===== src/rtl/bcd_pkg.sv =====
// Shared definitions for the serial BCD accumulator datapath:
// digit width, command encodings, FSM states and a BCD digit check.
package bcd_pkg;

  localparam int unsigned DIGIT_W = 4;

  typedef enum logic [1:0] {
    OP_ADD   = 2'b00,
    OP_SUB   = 2'b01,
    OP_LOAD  = 2'b10,
    OP_CLEAR = 2'b11
  } op_e;

  typedef enum logic [1:0] {
    IDLE = 2'b00,
    CALC = 2'b01,
    DONE = 2'b10
  } state_e;

  function automatic logic is_bcd(input logic [DIGIT_W-1:0] digit);
    return (digit <= 4'd9);
  endfunction

endpackage


===== src/rtl/bcd_digit_add.sv =====
// Combinational single-digit decimal adder/subtractor.
// Subtraction adds the nine's complement of b; the caller supplies cin=1 on digit 0.
module bcd_digit_add
  import bcd_pkg::*;
(
  input  logic [DIGIT_W-1:0] a,
  input  logic [DIGIT_W-1:0] b,
  input  logic               sub,
  input  logic               cin,
  output logic [DIGIT_W-1:0] sum,
  output logic               cout
);

  logic [DIGIT_W-1:0] b_eff;
  logic [DIGIT_W:0]   s;

  always_comb begin
    b_eff = sub ? (4'd9 - b) : b;
    s     = {1'b0, a} + {1'b0, b_eff} + {{DIGIT_W{1'b0}}, cin};
    if (s > 5'd9) begin
      sum  = DIGIT_W'(s - 5'd10);
      cout = 1'b1;
    end else begin
      sum  = s[DIGIT_W-1:0];
      cout = 1'b0;
    end
  end

endmodule


===== src/rtl/bcd_accumulator.sv =====
// N-digit BCD accumulator: ADD/SUB/LOAD/CLEAR over a valid/ready handshake,
// with arithmetic performed serially one digit per cycle through one digit adder.
module bcd_accumulator
  import bcd_pkg::*;
#(
  parameter int unsigned DIGITS = 4
) (
  input  logic                        clk,
  input  logic                        rst_n,
  input  logic                        in_valid,
  output logic                        in_ready,
  input  logic [1:0]                  op,
  input  logic [DIGIT_W*DIGITS-1:0]   operand,
  output logic [DIGIT_W*DIGITS-1:0]   acc_out,
  output logic                        out_valid,
  output logic                        carry,
  output logic                        err
);

  localparam int unsigned W     = DIGIT_W * DIGITS;
  localparam int unsigned IDX_W = (DIGITS > 1) ? $clog2(DIGITS) : 1;
  localparam logic [IDX_W-1:0] LAST_IDX = IDX_W'(DIGITS - 1);

  state_e           state_q, state_d;
  logic [IDX_W-1:0] idx_q, idx_d;
  logic [W-1:0]     work_q, work_d;
  logic [W-1:0]     opnd_q, opnd_d;
  op_e              op_q, op_d;
  logic             c_q, c_d;
  logic [W-1:0]     acc_d;
  logic             carry_d, err_d;

  logic               operand_ok;
  logic               sub;
  logic [DIGIT_W-1:0] dig_a, dig_b, dig_s;
  logic               dig_c;

  always_comb begin
    operand_ok = 1'b1;
    for (int unsigned i = 0; i < DIGITS; i++) begin
      if (!is_bcd(operand[DIGIT_W*i +: DIGIT_W])) operand_ok = 1'b0;
    end
  end

  assign sub   = (op_q == OP_SUB);
  assign dig_a = work_q[DIGIT_W*idx_q +: DIGIT_W];
  assign dig_b = opnd_q[DIGIT_W*idx_q +: DIGIT_W];

  bcd_digit_add u_digit_add (
    .a    (dig_a),
    .b    (dig_b),
    .sub  (sub),
    .cin  (c_q),
    .sum  (dig_s),
    .cout (dig_c)
  );

  assign in_ready  = (state_q == IDLE);
  assign out_valid = (state_q == DONE);

  // acc_out/carry/err are loaded on the edge entering DONE, so they are
  // already valid during the out_valid cycle.
  always_comb begin
    state_d = state_q;
    idx_d   = idx_q;
    work_d  = work_q;
    opnd_d  = opnd_q;
    op_d    = op_q;
    c_d     = c_q;
    acc_d   = acc_out;
    carry_d = carry;
    err_d   = err;

    case (state_q)
      IDLE: begin
        if (in_valid) begin
          if (op_e'(op) == OP_CLEAR) begin
            work_d  = '0;
            acc_d   = '0;
            carry_d = 1'b0;
            err_d   = 1'b0;
            state_d = DONE;
          end else if (!operand_ok) begin
            carry_d = 1'b0;
            err_d   = 1'b1;
            state_d = DONE;
          end else if (op_e'(op) == OP_LOAD) begin
            work_d  = operand;
            acc_d   = operand;
            carry_d = 1'b0;
            err_d   = 1'b0;
            state_d = DONE;
          end else begin
            op_d    = op_e'(op);
            opnd_d  = operand;
            idx_d   = '0;
            c_d     = (op_e'(op) == OP_SUB);
            state_d = CALC;
          end
        end
      end

      CALC: begin
        work_d[DIGIT_W*idx_q +: DIGIT_W] = dig_s;
        c_d = dig_c;
        if (idx_q == LAST_IDX) begin
          acc_d   = work_d;
          carry_d = sub ? ~dig_c : dig_c;
          err_d   = 1'b0;
          state_d = DONE;
        end else begin
          idx_d = idx_q + 1'b1;
        end
      end

      DONE: state_d = IDLE;

      default: state_d = IDLE;
    endcase
  end

  always_ff @(posedge clk or negedge rst_n) begin
    if (!rst_n) begin
      state_q <= IDLE;
      idx_q   <= '0;
      work_q  <= '0;
      opnd_q  <= '0;
      op_q    <= OP_ADD;
      c_q     <= 1'b0;
      acc_out <= '0;
      carry   <= 1'b0;
      err     <= 1'b0;
    end else begin
      state_q <= state_d;
      idx_q   <= idx_d;
      work_q  <= work_d;
      opnd_q  <= opnd_d;
      op_q    <= op_d;
      c_q     <= c_d;
      acc_out <= acc_d;
      carry   <= carry_d;
      err     <= err_d;
    end
  end

endmodule

===== config.mk =====
export PLATFORM = sky130hd
export DESIGN_NAME = bcd_accumulator
export DESIGN_NICKNAME = d
export VERILOG_FILES = /design/src/rtl/bcd_pkg.sv /design/src/rtl/bcd_digit_add.sv /design/src/rtl/bcd_accumulator.sv
export SDC_FILE = /design/constraint.sdc
export NUM_CORES = 1
export LEC_CHECK = 0
export ABC_AREA = 1
export CORE_AREA = 2 2 104 106
export CTS_BUF_LIST = sky130_fd_sc_hd__clkbuf_2
export CTS_CLUSTER_SIZE = 30
export DETAILED_ROUTE_END_ITERATION = 8
export DIE_AREA = 0 0 106 108
export PLACE_DENSITY_LB_ADDON = 0.1
export SLEW_MARGIN = 20
export SYNTH_ARGS = -nofsm -noshare
export SYNTH_HDL_FRONTEND = slang
export SYNTH_HIERARCHICAL = 1
export SYNTH_SLANG_ARGS = --single-unit
export TNS_END_PERCENT = 50

===== constraint.sdc =====
create_clock -name clk -period 5.1 [get_ports clk]
set_input_delay 0.765 -clock clk [delete_from_list [all_inputs] [get_ports clk]]
set_output_delay 0.765 -clock clk [all_outputs]
set_load 0.02 [all_outputs]

==> results.txt, run 1 <==
- Die Span Y: around 110 µm
* Hpwl dp: 7670 µm
- Footprint of the multi-input gates: 0.00185 mm²
- Of all flip-flops after synthesis, the portion carrying an async set or reset was between 90% and 100%.
* Ranking of synthesized cells by instance count: nand2_1, dfrtp_1, nand3_1, o21ai_0, inv_1
* Post-synthesis instance total: 499
- The final-report max-slew violation count came to 0.
* Vias: ~3,300
* Fraction of power consumed by combinational cells: 57.6%
- By instance count, the leading cell after synthesis is nand2_1.
* # setup viols final: 0
* First-pass GRT wire length: 17,100 µm
* Worst min-delay path class: input pin to async pin
- Cell type with the highest aggregate area in the netlist: dfrtp_1
- In this run, the number of DRC markers left after iteration 0 of detailed routing was approximately 180.
- Yosys printed 6 warnings.
* Flip-flop cell with the highest count after synthesis: dfrtp_1
- Average cell area after synthesis: between 7 and 8 µm²
- Clock tree synthesis inserted a total of 9 buffers.
* Router iterations before antenna repair: 5
* Static Leak: 2.12 nW
- Switching power share of the total: 49.3%
- The worst setup path is captured at a register.
- The worst path needs a little under 4000 ps of the cycle, external delays included.
- For this design the total switching power over the nets is roughly 1.1 mW.
- Number of fillers in the final layout: 1,127
- Counting flops with a built-in enable in the synthesized netlist gives 0.
- Placeable Area: around 0.01 mm²
- Number of nets in the synthesized netlist: around 530
- Area share of the largest cell type after synthesis: 40.4%
* Inserted Diodes: 0
* Clock power share: between 10% and 20%
* Total Die Area: 0.0114 mm²
- Of the cells placed in the final design, the portion with a size suffix greater than 1 is 9.44%.
* Worst Path Class, Setup: register to register
* Overall overflow remaining after global route: 0
* Outcome: completed
* Internal power consumption: about 1.1 mW
- Number of endpoints with negative hold slack in the final report: 0
- Sequential power share: 31.6%
* Share of the synthesized netlist area taken by xor and xnor gates: 0.496%
- The final critical path takes up 77.0% of the cycle.
* Cell occurring most often along the worst timing path: nand2_1
- DRC viols: 0
- P&R area growth vs syn: 15.9%
- Number of buffers added to fix hold violations after cts: 0
- The via count of the first global-routing pass is 3,195.
* Ratio of routed vias to standard cells: 4.83
- Cell chosen for the clock root: clkbuf_2
- Yosys reg bits: 57
- Summing the areas of all fa, ha and maj instances in the mapped netlist gives 5.03% of the synthesized area.
- Actual slew at the worst max-slew pin: about 760 ps
- Wirelength per Cell: 15.3 µm
- Setup repair after global routing missed its margin: false
- Skew-Pair Late Insertion Delay: 500 ps
- The clock passes through at most 2 buffers.
- Combinational family with the most area after synthesis: simple AND/OR/NAND/NOR gates
- Slowest CP cell: dfrtp_1
- Die span in x: 106 µm
* Multiplexer share of the synthesized area: 0%
- Sequential cell area: 0.00143 mm²
* Setup Skew: 17.6 ps
* Max-cap violation count: 0
- Setup TNS: 0 ps
- The completed layout was analyzed and its total power is between 2 and 2.5 mW.
- TritonCTS built the clock tree.
- Antenna violations before repair: 0
* Largest net degree at the start of global routing: 58
- Arrival time at the worst endpoint: around 4400 ps
* Tot GR Track Use: around a fifth
- In the post-synthesis netlist, the biggest area contributors are dfrtp_1, nand2_1, nand3_1, o21ai_0, ha_1.
- Slowest cell delay on critical path: about 500 ps
- After synthesis, the netlist uses 29 different library cells.
- The routed design has 10,400 µm of wire.
- Measured against its own limit, the worst slew margin works out to 49.4%.
- RePlAce Congestion: a little under 0.9
- CTS HTree Levels: 3
- Number of nets at the end of the flow: 570
- Clock transition at the registers of the reported paths: 170 ps
- Fmax: 0.255 GHz
- Compound-cell area share of the yosys netlist: 9.03%
- Synthesized cell area: 0.00353 mm²
* Total power divided by cell area: 544 mW/mm²
- Number of resized instances in the post-cts repair step: 0
- Rows: 37
- Peak supply drop: 0.000257 V
- Area share of and/or/nand/nor cells after synthesis: 37.7%
* Number of nets with antenna violations after detailed routing: 0
* R2R depth: 26
- In this run the tool buffered the top-level ports with 40 buffer cells.
- In this run the worst path has a maximum fanout of 15.
* Starting utilization of the core area: about 35%
- For this design, the sink count on the clock tree is 57.
- Required @ worst endpoint: 5550 ps
- Total setup buffers inserted after CTS: 0
- Portion of the post-synthesis area used by sequential elements: 40.4%
- Count of pins on the block boundary: 41
* Kind of start point of the critical path: register
[per-stage QoR]
stage / instances / cell area (µm²) / util [%] / worst slack [ps] / hold WS [ps]
2_1_floorplan: 499 / 3530 / - / 1530 / 442
3_3_place_gp: 661 / 4020 / 39.3 / 1230 / 455
3_5_place_dp: 661 / 4020 / 39.3 / 1180 / 458
4_1_cts: 676 / 4100 / 40.0 / 1150 / 393
5_1_grt: 676 / 4100 / 40.0 / 739 / 414
6_report: 676 / 4100 / 40.0 / 1170 / 398
[routing by layer]
| layer | vias up | routed length [µm] | global-route usage [%] |
|---|---|---|---|
| met5 | - | 0 | 0 |
| met4 | 0 | 233 | 7.61 |
| met3 | 16 | 423 | 3.56 |
| met2 | 71 | 4620 | 30.0 |
| met1 | 1516 | 5070 | 27.2 |
| li1 | 1659 | - | - |
[cell families (layout without fill, tap and decap cells)]
family,count (synthesis),after routing
AOI/OAI and AO/OA,59,59
xor gates and xnor gates,2,2
adders and majority gates,13,13
DFF,57,57
buffers and inverters,57,98
and+or+nand+nor,311,311
[critical path, delay by kind of cell, from the launching register on]
family	cells	cell delay (ps)
AO/OA/AOI/OAI	4	750
AND/OR/NAND/NOR	13	1080
flip-flops	1	490
buffers and inverters	6	750
adder cells (fa/ha/maj)	3	840
[worst paths after layout]
path | end | slack (ps) | start
min | opnd_q[1] | 400 | rst_n
max | acc_out[15] | 1170 | idx_q[1]
max reg2reg | acc_out[15] | 1170 | idx_q[1]
max in group asynchronous | work_q[9] | 4190 | rst_n
min reg2reg | work_q[9] | 490 | work_q[9]
min in group clk | work_q[9] | 490 | work_q[9]
[power groups by stage]
| stage | clock, mW | combinational (mW) | sequential (mW) |
|---|---|---|---|
| after global routing | 0.273 | 1.46 | 0.719 |
| after global placement | 0 | 1.28 | 0.713 |
| after CTS | 0.252 | 1.28 | 0.704 |
| final | 0.242 | 1.28 | 0.704 |
| after detailed placement | 0 | 1.27 | 0.712 |
| after floorplan | 0 | 0.872 | 0.740 |
[state kept, by name (all words and copies together) (netlist names)]
name,flops
state_q,2
op_q,2
opnd_q,16
work_q,16
err,1
idx_q,2
carry,1
acc_out,16
c_q,1
[layout make-up]
type / count / share of cell area [%]
multi-input cells: 385 / 45.1
well taps: 136 / 4.15
repair buffers: 44 / 10.4
inverters: 39 / 3.67
clock buffers: 11 / 1.34
clock inverters: 4 / 0.519
flip-flops and latches: 57 / 34.8
[cells in the final DEF, fill, tap and decap left out, drive strengths merged]
cell / instances
dfrtp: 57
clkbuf: 11
o21ai: 43
nand3b: 1
xnor2: 2
nor2: 26
inv: 37
a21oi: 12
fa: 2
o22ai: 4
clkinv: 5
buf: 5
ha: 11
clkinvlp: 1
clkdlybuf4s50: 39
nand2: 224
nand4: 4
nand3: 56
No activity file was read; power rests on OpenSTA's default activity.
==> run 2: changes to the inputs <==
clock period = 3.32 ns   (was 5.1 ns; I/O delays follow)
==> run 2 against run 1 <==
Die area unchanged. Core utilization is 4.8 points higher. Critical endpoint is now work_q[6]. First-iteration DRC count increased by 15%. Largest cell class unchanged. Clock power rose by 120%.
==> results.txt, run 2 (synthesized netlist as in run 1, its figures left out) <==
- Setup repair after global routing missed its margin: true
- Clock tree synthesis inserted a total of 9 buffers.
- Routed WL: 11,200 µm
- Counting the fill cells in the layout gives 1,075.
- Largest net degree at the start of global routing: 38
- The routed layout has 3,434 vias.
- Footprint of the multi-input gates: 0.00208 mm²
- Highest net fanout along the worst path: 4
* Actual slew at the worst max-slew pin: slightly below 1000 ps
- Data on the critical path is required at its endpoint by 3740 ps.
- Placeable Area: 0.0102 mm²
* Hpwl dp: 8410 µm
* Wirelength per Cell: 16.0 µm
- Counting every sink on the clock net gives 57.
- Final design instance area without fill: 0.00459 mm²
- The first detailed-routing pass ran for 4 iterations.
- Static timing analysis puts the maximum clock frequency at 0.312 GHz.
* Crit path time final: about 3200 ps
- In this run the count of I/O pins placed on the die edge is 41.
- Cell area after placement: 0.00415 mm²
- Max-cap violation count: 0
* Number of nets at the end of the flow: about 590
- P&R area growth vs syn: 29.8%
- The sequential cells in the finished layout cover a total of 0.00143 mm².
- Die span in x: 106 µm
* Antenna violations before repair: 0
- The final-report max-slew violation count is 0.
- Normalized max-slew margin: approximately 34%
- The library cells used most frequently in the layout, excluding fill and tap cells, are nand2_1, dfrtp_1, nand3_1.
- CP endpoint kind: register
- Overall overflow remaining after global route: 0
- Worst min-delay path class: input pin to async pin
- Count of buffers from port buffering: 40
- Power spread over the standard cell area amounts to approximately 1000 mW/mm².
* CTS tree: built
* Layout cells sized above 1: 23.5%
* Clock transition at the registers of the reported paths: 190 ps
- The via count of the first global-routing pass came to 3,418.
- CTS HTree Levels: 3
- Inserted Diodes: 0
- DRC marker count from the first detailed-route iteration: 206
* Total Die Area: 0.0114 mm²
- Kind of start point of the critical path: register
* Number of endpoints with negative hold slack in the final report: 0
* Rows: 37
- For this configuration, the core starts out at a cell density of 34.5%.
- Ratio of routed vias to standard cells: 4.90
- For the worst setup path, the data arrival time is around 3600 ps.
- Counting along the longest clock path gives a buffer depth of 2.
- RePlAce Congestion: between 0.9 and 1
- Die Span Y: 108 µm
- The library cell used most frequently in the layout, excluding fill and tap cells, is nand2_1.
- # setup viols final: 0
* DRC viols: 0
- Number of nets with antenna violations after detailed routing: 0
- The run finished with clean final reports.
- The largest registers in the layout are acc_out: 16 flops, opnd_q: 16 flops, work_q: 16 flops.
* Static Leak: 2.28 nW
- Cell chosen for the clock root: clkbuf_2
* Tot GR Track Use: 20.5%
* Peak supply drop: 0.000829 V
- Post-layout power: 4.53 mW
- The clock reaches the later pin of the worst-skew pair after 480 ps.
- Fraction of the cycle the final worst path needs: between 90% and 100%
- Across the routed clock network, the largest skew measured is 42.8 ps.
- The first global-routing pass estimated 18,100 µm of wire.
- By startpoint and endpoint, the worst setup path is classified as register to register.
==> run 2: cell types whose count changed in the layout (fill, tap and decap cells not counted), moves of 7 or more <==
cell,previous run,this run
buf_4,4,24
inv_1,35,24
inv_2,1,11
nand2_1,200,183
nand2_2,21,33
nand3_1,55,45
nand3_2,1,8
o21ai_0,38,21
o21ai_1,4,15
==> run 2: layout make-up <==
| cell class | instances | area share (%) |
|---|---|---|
| Timing Repair inverter | 1 | 0.109 |
| Timing Repair Buffer | 67 | 13.3 |
| Tap cell | 136 | 3.71 |
| Clock inverter | 7 | 2.02 |
| Inverter | 39 | 3.38 |
| Multi-Input combinational cell | 385 | 45.4 |
| Sequential cell | 57 | 31.1 |
| Clock buffer | 9 | 0.982 |
==> run 2: power breakdown <==
part	switching, mW	internal [mW]	leakage [nW]
sequential	0.187	0.921	0.725
combinational	1.74	1.15	1.48
clock	0.285	0.248	0.0760
==> run 2: path summary, 6_finish.rpt <==
kind                                 start          to  slack [ps]  cells after the start
worst max-delay path              idx_q[0]   work_q[6]         120                     22
worst max register to register    idx_q[0]   work_q[6]         120                     22
max in group asynchronous            rst_n   work_q[9]        1980                      3
min in group clk                acc_out[1]  acc_out[1]         500                      2
worst min register to register  acc_out[1]  acc_out[1]         500                      2
worst min-delay path                 rst_n     op_q[0]         460                      2
==> run 2: metal layers <==
metal	up-vias	part of all wire (%)	track usage, %
met5	-	0	0
met4	0	2.0	6.77
met3	16	3.5	3.86
met2	57	47	32.4
met1	1639	47	28.3
li1	1722	-	-
==> run 2: worst max-delay path, stage by stage, from the launching register on <==
cell     delay [ps]
dfrtp_2         480
buf_6           150
o21ai_4         110
o22ai_2         100
xnor2_1         200
fa_2            230
inv_2            50
fa_2            560
inv_2            60
ha_4            160
inv_2            60
nand2_2          60
inv_2            60
nand2_4          60
nand2_4         100
nand2_2          70
nand2_4         100
nand3_4          90
o21ai_2         150
nand2_1          70
nand2_2          80
nand3_1          80
nand2_1          90
==> run 2: per-stage QoR <==
stage	setup slack, ps	setup TNS (ps)	util, %	hold WS (ps)	std cells
after detailed placement	-151	-1210	40.6	463	678
after global placement	-58.8	-237	40.6	459	678
after CTS	14.0	0	42.4	447	695
after floorplan	4.93	0	-	202	499
after global routing	-78.9	-755	44.8	465	701
final	116	0	44.8	465	701
==> run 2: repair_timing <==
action / CTS / global route
cloned: 0 / 1
endpoints found under the hold margin: 20 / 0
buffers inserted: 0 / 6
hold buffers: 1 / 0
pin swaps: 6 / 42
setup endpoints to repair: 14 / 25
gates resized for setup: 18 / 69
